==> config.mk <==
export PLATFORM = sky130hd
export DESIGN_NAME = ifu_fetch_flat
export DESIGN_NICKNAME = d
export VERILOG_FILES = /design/src/rtl/ifu_pkg.sv /design/src/rtl/ifu_fetch_if.sv /design/src/rtl/ifu_fetch.sv /design/src/flat_wrapper.sv
export SDC_FILE = /design/constraint.sdc
export NUM_CORES = 1
export LEC_CHECK = 0
export ABC_AREA = 0
export CAP_MARGIN = 20
export CORE_AREA = 2 2 104 146
export DETAILED_ROUTE_END_ITERATION = 8
export DIE_AREA = 0 0 106 148
export PLACE_DENSITY_LB_ADDON = 0.1
export SLEW_MARGIN = 40
export SYNTH_ARGS = -nofsm -noshare
export SYNTH_HDL_FRONTEND = slang
export SYNTH_SLANG_ARGS = --single-unit
==> constraint.sdc <==
create_clock -name clk -period 9.4 [get_ports clk]
set_input_delay 2.82 -clock clk [delete_from_list [all_inputs] [get_ports clk]]
set_output_delay 2.82 -clock clk [all_outputs]
set_load 0.005 [all_outputs]
==> src/rtl/ifu_pkg.sv <==
// Shared types and constants for the instruction fetch unit.
package ifu_pkg;

  typedef enum logic [1:0] {
    S_REQ  = 2'd0,
    S_RESP = 2'd1,
    S_HOLD = 2'd2,
    S_EXEC = 2'd3
  } ifu_state_t;

  localparam logic [31:0] NOP_INST             = 32'h0000_0013;
  localparam logic        FETCH_CAUSE_ACCESS   = 1'b0;
  localparam logic        FETCH_CAUSE_MISALIGN = 1'b1;

  function automatic logic is_aligned(input logic [31:0] addr);
    return addr[1:0] == 2'b00;
  endfunction

endpackage

==> src/rtl/ifu_fetch_if.sv <==
// Instruction-memory request/response bus plus the fetched-instruction handoff to decode.
interface ifu_fetch_if;
  logic        imem_req_valid;
  logic        imem_req_ready;
  logic [31:0] imem_req_addr;
  logic        imem_resp_valid;
  logic        imem_resp_ready;
  logic [31:0] imem_resp_data;
  logic        imem_resp_err;
  logic        inst_valid;
  logic        inst_ready;
  logic [31:0] inst;
  logic [31:0] inst_pc;
  logic        fetch_fault;
  logic        fetch_cause;

  // master = fetch unit side
  modport master (
    output imem_req_valid, imem_req_addr, imem_resp_ready,
    output inst_valid, inst, inst_pc, fetch_fault, fetch_cause,
    input  imem_req_ready, imem_resp_valid, imem_resp_data, imem_resp_err,
    input  inst_ready
  );

  // slave = memory and decode side
  modport slave (
    input  imem_req_valid, imem_req_addr, imem_resp_ready,
    input  inst_valid, inst, inst_pc, fetch_fault, fetch_cause,
    output imem_req_ready, imem_resp_valid, imem_resp_data, imem_resp_err,
    output inst_ready
  );
endinterface

==> src/rtl/ifu_fetch.sv <==
// Fetch unit: owns the PC, fetches one word at a time and holds it for decode
// until the backend commits the next PC.
module ifu_fetch
  import ifu_pkg::*;
#(
  parameter logic [31:0] RESET_PC = 32'h8000_0000,
  parameter int          CNT_W    = 32
) (
  input  logic             clk,
  input  logic             rst,
  output logic [31:0]      pc,
  input  logic [31:0]      next_pc,
  input  logic             pc_update,
  output logic [CNT_W-1:0] fetch_cnt,
  ifu_fetch_if.master      bus
);

  localparam logic [CNT_W-1:0] CNT_ONE = {{(CNT_W-1){1'b0}}, 1'b1};

  ifu_state_t       state_reg;
  logic [31:0]      pc_reg;
  logic             req_valid_reg;
  logic             resp_ready_reg;
  logic             inst_valid_reg;
  logic [31:0]      inst_reg;
  logic [31:0]      inst_pc_reg;
  logic             fault_reg;
  logic             cause_reg;
  logic [CNT_W-1:0] cnt_reg;

  always_ff @(posedge clk or posedge rst) begin
    if (rst) begin
      state_reg      <= S_REQ;
      pc_reg         <= RESET_PC;
      req_valid_reg  <= 1'b0;
      resp_ready_reg <= 1'b0;
      inst_valid_reg <= 1'b0;
      inst_reg       <= NOP_INST;
      inst_pc_reg    <= 32'h0;
      fault_reg      <= 1'b0;
      cause_reg      <= FETCH_CAUSE_ACCESS;
      cnt_reg        <= '0;
    end else begin
      case (state_reg)
        S_REQ: begin
          // A misaligned PC never reaches the bus; it becomes a faulting NOP.
          if (!is_aligned(pc_reg)) begin
            inst_reg       <= NOP_INST;
            inst_pc_reg    <= pc_reg;
            fault_reg      <= 1'b1;
            cause_reg      <= FETCH_CAUSE_MISALIGN;
            inst_valid_reg <= 1'b1;
            state_reg      <= S_HOLD;
          end else if (!req_valid_reg) begin
            req_valid_reg <= 1'b1;
          end else if (bus.imem_req_ready) begin
            req_valid_reg  <= 1'b0;
            resp_ready_reg <= 1'b1;
            state_reg      <= S_RESP;
          end
        end
        S_RESP: begin
          if (bus.imem_resp_valid) begin
            resp_ready_reg <= 1'b0;
            inst_reg       <= bus.imem_resp_err ? NOP_INST : bus.imem_resp_data;
            inst_pc_reg    <= pc_reg;
            fault_reg      <= bus.imem_resp_err;
            cause_reg      <= FETCH_CAUSE_ACCESS;
            inst_valid_reg <= 1'b1;
            state_reg      <= S_HOLD;
          end
        end
        S_HOLD: begin
          if (bus.inst_ready) begin
            inst_valid_reg <= 1'b0;
            cnt_reg        <= cnt_reg + CNT_ONE;
            if (pc_update) begin
              pc_reg        <= next_pc;
              req_valid_reg <= is_aligned(next_pc);
              state_reg     <= S_REQ;
            end else begin
              state_reg <= S_EXEC;
            end
          end
        end
        S_EXEC: begin
          if (pc_update) begin
            pc_reg        <= next_pc;
            req_valid_reg <= is_aligned(next_pc);
            state_reg     <= S_REQ;
          end
        end
        default: state_reg <= S_REQ;
      endcase
    end
  end

  assign pc                  = pc_reg;
  assign fetch_cnt           = cnt_reg;
  assign bus.imem_req_valid  = req_valid_reg;
  assign bus.imem_req_addr   = pc_reg;
  assign bus.imem_resp_ready = resp_ready_reg;
  assign bus.inst_valid      = inst_valid_reg;
  assign bus.inst            = inst_reg;
  assign bus.inst_pc         = inst_pc_reg;
  assign bus.fetch_fault     = fault_reg;
  assign bus.fetch_cause     = cause_reg;

endmodule
==> src/flat_wrapper.sv <==
// flat-port wrapper written by rule: the top's interface ports become plain ports
module ifu_fetch_flat import ifu_pkg::*;
#(
  parameter logic [31:0] RESET_PC = 32'h8000_0000,
  parameter int          CNT_W    = 32
)
  (clk, rst, pc, next_pc, pc_update, fetch_cnt, bus_imem_req_valid, bus_imem_req_addr, bus_imem_resp_ready, bus_inst_valid, bus_inst, bus_inst_pc, bus_fetch_fault, bus_fetch_cause, bus_imem_req_ready, bus_imem_resp_valid, bus_imem_resp_data, bus_imem_resp_err, bus_inst_ready);
  ifu_fetch_if bus_i ();
  input  logic clk;
  input  logic rst;
  output logic [31:0] pc;
  input  logic [31:0] next_pc;
  input  logic pc_update;
  output logic [CNT_W-1:0] fetch_cnt;
  output wire logic [$bits(bus_i.imem_req_valid)-1:0] bus_imem_req_valid;
  output wire logic [$bits(bus_i.imem_req_addr)-1:0] bus_imem_req_addr;
  output wire logic [$bits(bus_i.imem_resp_ready)-1:0] bus_imem_resp_ready;
  output wire logic [$bits(bus_i.inst_valid)-1:0] bus_inst_valid;
  output wire logic [$bits(bus_i.inst)-1:0] bus_inst;
  output wire logic [$bits(bus_i.inst_pc)-1:0] bus_inst_pc;
  output wire logic [$bits(bus_i.fetch_fault)-1:0] bus_fetch_fault;
  output wire logic [$bits(bus_i.fetch_cause)-1:0] bus_fetch_cause;
  input wire logic [$bits(bus_i.imem_req_ready)-1:0] bus_imem_req_ready;
  input wire logic [$bits(bus_i.imem_resp_valid)-1:0] bus_imem_resp_valid;
  input wire logic [$bits(bus_i.imem_resp_data)-1:0] bus_imem_resp_data;
  input wire logic [$bits(bus_i.imem_resp_err)-1:0] bus_imem_resp_err;
  input wire logic [$bits(bus_i.inst_ready)-1:0] bus_inst_ready;
  assign bus_imem_req_valid = bus_i.imem_req_valid;
  assign bus_imem_req_addr = bus_i.imem_req_addr;
  assign bus_imem_resp_ready = bus_i.imem_resp_ready;
  assign bus_inst_valid = bus_i.inst_valid;
  assign bus_inst = bus_i.inst;
  assign bus_inst_pc = bus_i.inst_pc;
  assign bus_fetch_fault = bus_i.fetch_fault;
  assign bus_fetch_cause = bus_i.fetch_cause;
  assign bus_i.imem_req_ready = bus_imem_req_ready;
  assign bus_i.imem_resp_valid = bus_imem_resp_valid;
  assign bus_i.imem_resp_data = bus_imem_resp_data;
  assign bus_i.imem_resp_err = bus_imem_resp_err;
  assign bus_i.inst_ready = bus_inst_ready;
  ifu_fetch #(.RESET_PC(RESET_PC), .CNT_W(CNT_W)) u_core (.clk(clk), .rst(rst), .pc(pc), .next_pc(next_pc), .pc_update(pc_update), .fetch_cnt(fetch_cnt), .bus(bus_i));
endmodule
Word-level counts from Yosys, hierarchy flattened

Cells that the tools add are included.

Mux-type cells: 36
Add/subtract/negate cells: 1
Reductions and logical operators: 14
Eq/ne operators: 12

Operator list:

| operator                                                                | number |
|---|---|
| 32-bit two-way mux                                                      | 7 |
| 32-bit case mux with 2 select lines                                     | 3 |
| 32-bit by 1-bit adder with 32-bit output, second input constant         | 1 |
| 2-bit two-way mux                                                       | 7 |
| 1-bit two-way mux                                                       | 13 |
| 2-bit inequality test, second input constant                            | 5 |
| 5-bit AND reduction                                                     | 2 |
| 2-bit case mux with 4 select lines                                      | 1 |
| 2-bit logical NOT                                                       | 3 |
| 1-bit case mux with 2 select lines                                      | 3 |
| 1-bit case mux with 3 select lines                                      | 2 |
| 3-bit AND reduction                                                     | 2 |
| 3-bit nonzero test                                                      | 2 |
| 2-bit == test, second input constant                                    | 2 |
| 2-bit by 1-bit inequality test with 1-bit output, second input constant | 2 |
| 2-bit AND reduction                                                     | 2 |
| 4-bit AND reduction                                                     | 1 |
| 2-bit nonzero test                                                      | 2 |
| 3-bit by 2-bit inequality test with 1-bit output, second input constant | 1 |
| 3-bit inequality test, second input constant                            | 1 |
| 2-bit by 1-bit == test with 1-bit output, second input constant         | 1 |

Input port bits: 71
Output and inout bits: 165
Register bits: 135

Depth between registers and ports, before layout

Depth in word-level cells: 4
Depth in mapped cells: 7

Worst setup path before layout

Ideal clock, no wire load.

Path type: input to register
From: in bus_imem_resp_valid
To: reg u_core.inst_reg[10] (netlist: u_core.bus.inst[10])
Data arrival time: 3.703 ns
Data required time: 9.279 ns
Stages: 5
Slack: 5.576 ns
Cells stage by stage: nor2b_1 -> or3_1 -> buf_6 -> buf_6 -> a22o_1

Longest elaborated chain between the ends: 2

RTL lines:

| element                         | RTL line           | text |
|---|---|---|
| start, declared                 | flat_wrapper.sv:24 | `input wire logic [$bits(bus_i.imem_resp_valid)-1:0] bus_imem_resp_valid;` |
| 2-bit inequality test (no line) | n/a                |  |
| 3-bit AND reduction (no line)   | n/a                |  |
| end signal, assigned            | ifu_fetch.sv:65    | `inst_reg <= bus.imem_resp_err ? NOP_INST : bus.imem_resp_data;` |
| end, declared                   | ifu_fetch.sv:25    | `logic [31:0] inst_reg;` |

No other way between the ends.
A chain may end at the register's enable or synchronous reset.

Final worst setup path

From: in bus_inst_ready
To: reg u_core.cnt_reg[31] (netlist: u_core.fetch_cnt[31])

Longest elaborated chain between the ends: 1

RTL lines:

| element                       | RTL line           | text |
|---|---|---|
| start, declared               | flat_wrapper.sv:27 | `input wire logic [$bits(bus_i.inst_ready)-1:0] bus_inst_ready;` |
| 2-bit AND reduction (no line) | n/a                |  |
| end signal, assigned          | ifu_fetch.sv:76    | `cnt_reg <= cnt_reg + CNT_ONE;` |
| end, declared                 | ifu_fetch.sv:29    | `logic [CNT_W-1:0] cnt_reg;` |

No other way between the ends.

==> reports/metrics.csv <==
stage,metric,value,unit
outcome,status,"finished, final reports clean",
yosys,synth_most_common_cell,dfrtp_1,
placement,dp.final_hpwl,10.1,mm
job,maxCapViolations,0,
finish,area_growth,52.0,%
finish,drive_above_1_share,12.0,%
global_route,grt_pass1_vias,4433,
floorplan,dieArea,15700,sq um
routing,drc_errors,0,
finish,seq_area,3380,sq um
routing,avgViaCountPerCell,4.86,
cts,ctsRootBufferMaster,clkbuf_16,
yosys,ys_warn_count,0,
critical_path,cp_num_buf_inv,1,
yosys,syn_nets,552,
yosys,synth_edf_count,0,
cts,cts-resized-gates,0,
critical_path,cp-start-kind,primary input,
critical_path,end_kind,flip-flop,
cts,clkTransAtPathRegs,0.06,ns
yosys,syn_avg_cell_area,11.7,sq um
sta,fin_crit,4.42,ns
sta,finalSetupViolations,0,
routing,wirelength,14.4,mm
critical_path,cp.depth,5,
yosys,netlist_area,5640,sq um
global_route,grt_pass1_wl,23.3,mm
yosys,async_reset_ff_share,100,%
sta,rsz0062_at_grt,no,
routing,vias,4315,
pwr,p_leak,3.75,nW
finish,fillCellCount,1221,
global_route,grt_max_degree,73,
critical_path,crit_fanout,10,
routing,first_pass_iters,4,
global_route,grt_usage,18.8,%
routing,drt_iter0_drc,164,
cts,clk_latency,0.40,ns
yosys,yosysTopAreaCellShare,58.2,%
floorplan,die_h,148,um
cts,holdBufCountCts,0,
yosys,yosysSeqAreaShare,60.0,%
sta,slew_violations,0,
yosys,syn_inst,480,
floorplan,pin_count,236,
sta,fmax,226,MHz
sta,min_period_over_period,47.0,%
routing,final_antenna_net_count,0,
pwr,peakVddDrop,0.000170,V
critical_path,critPathMaxStageDelay,0.58,ns
placement,io_buffers,235,
critical_path,r2r_cells,4,
placement,placed_cells,856,
global_route,grt_antenna_before_repair,0,
floorplan,start_util,39.2,%
global_route,grt_remaining_overflow,0,
cts,cts_tree,built,
floorplan,core,14400,sq um
sta,worst_clock_skew,0.00776,ns
pwr,powerDensity,313,nW/um^2
sta,setup_ws,4.98,ns
critical_path,required,9.68,ns
yosys,synth_area_leaders,"dfrtp_1 58%, nand2_1 7.5%, mux2_2 6.6%, buf_4 4.5%, a22o_1 4.5%",
min_path,hp-class,reg2reg,
finish,instances_no_fill,887,
sta,holdWs,0.473,ns
sta,final-hold-violation-count,0,
finish,layout.nets,758,
critical_path,cp_top_family,simple AND/OR/NAND/NOR gates,
placement,gp_congestion,0.802,
placement,dp_slack,4.55,ns
floorplan,placementRows,52,
cts,post_cts.repair.setup_buffers,0,
sta,tns,0,ns
floorplan,chipWidth,106,um
min_path,min_path_cells,2,
sta,worst_pin_slew,0.715,ns
routing,post_drt_wl_per_cell,16.2,um
cts,cts_buffer_depth,2,
critical_path,crit_arrival,4.70,ns
cts,cts_sinks,135,
yosys,yosysTopAreaCell,dfrtp_1,
yosys,synthFlopType,dfrtp_1,
cts,numCtsBuffers,17,
finish,antennaDiodeCount,0,
critical_path,slowest_stage,clkdlybuf4s50_1,
pwr,finalPower,0.00268,W
critical_path,worstSetupPathType,in2reg,
critical_path,crit_chain,clkdlybuf4s50_1 > and3b_1 > and4_1 > nand4_1 > xnor2_1,
yosys,synthTopCellsByCount,"131 x dfrtp_1, 112 x nand2_1, 34 x buf_4",
cts,htreeDepth,4,
yosys,synth_seq_cells,135,
yosys,synth_cell_types,38,
sta,relSlewSlack,52.3,%
finish,multiInputGateArea,1890,sq um
==> report_power, final <==
part           switching (W)  internal (W)
clock network       0.000247      0.000466
registers           0.000176      0.000784
logic               0.000383      0.000629
==> worst reg2reg max path, delay by kind of cell (launching register included) <==
family	cells	cell delay, ns
DFF	1	0.64
xor gates and xnor gates	1	0.18
and+or+nand+nor	3	1.18
==> cell usage in the layout, fill, tap and decap left out, types with 4 or more instances in the layout <==
| cell | Yosys | layout |
|---|---|---|
| nand3_1 | 6 | 6 |
| a21oi_1 | 4 | 4 |
| mux2_2 | 33 | 33 |
| bufinv_16 | 0 | 4 |
| nand2_1 | 112 | 112 |
| a22o_1 | 29 | 29 |
| dfstp_2 | 4 | 4 |
| clkdlybuf4s50_1 | 0 | 235 |
| nand4_1 | 18 | 18 |
| and2_1 | 4 | 4 |
| xor2_1 | 5 | 5 |
| and4_1 | 5 | 5 |
| dfrtp_1 | 131 | 131 |
| o21ai_0 | 6 | 6 |
| nor2_1 | 15 | 15 |
| clkbuf_16 | 0 | 17 |
| xnor2_1 | 26 | 26 |
==> per-stage QoR <==
step                area (sq um)  utilization, %
finish                      8560            59.6
global route                8560            59.6
CTS                         8560            59.6
detailed placement          7930            55.1
global placement            7890            54.9
floorplan                   5640               -
==> final timing paths <==
kind | startpoint | endpoint | slack, ns
max | bus_inst_ready | u_core.fetch_cnt[31] | 4.98
min in group asynchronous | rst | u_core.bus.inst[8] | 2.87
max in group asynchronous | rst | u_core.bus.inst[3] | 5.47
min | u_core.bus.inst_pc[22] | u_core.bus.inst_pc[22] | 0.47
max reg2reg | u_core.state_reg[1] | u_core.fetch_cnt[31] | 7.29
min reg2reg | u_core.bus.inst_pc[22] | u_core.bus.inst_pc[22] | 0.47
==> cell type report <==
| cell class | count | share of cell area [%] |
|---|---|---|
| Clock buffer | 21 | 5.49 |
| Timing Repair Buffer | 240 | 28.1 |
| Sequential cell | 135 | 39.5 |
| Clock inverter | 10 | 1.96 |
| Multi-Input combinational cell | 290 | 22.0 |
| Inverter | 2 | 0.146 |
| Tap cell | 189 | 2.76 |
==> routing by layer <==
metal	up-vias	share of wire [%]	wire [um]	track usage [%]
met5	-	0	0	0
met2	159	52	7520	32.4
met1	2125	39	5670	22.4
met4	0	1.1	155	5.33
li1	2016	-	-	-
met3	15	7.3	1050	6.13
==> logic make-up (layout without fill, tap and decap cells) <==
family	count (synthesis)	in the layout	share of synthesized area [%]
adders and majority gates	1	1	0.222
DFF	135	135	60.0
muxes	33	33	6.59
buffers and inverters	55	273	6.95
and+or+nand+nor	180	180	15.0
xor gates and xnor gates	31	31	4.82
AOI/OAI and AO/OA	45	45	6.35
Note: power is estimated with default switching activity, not from simulation.
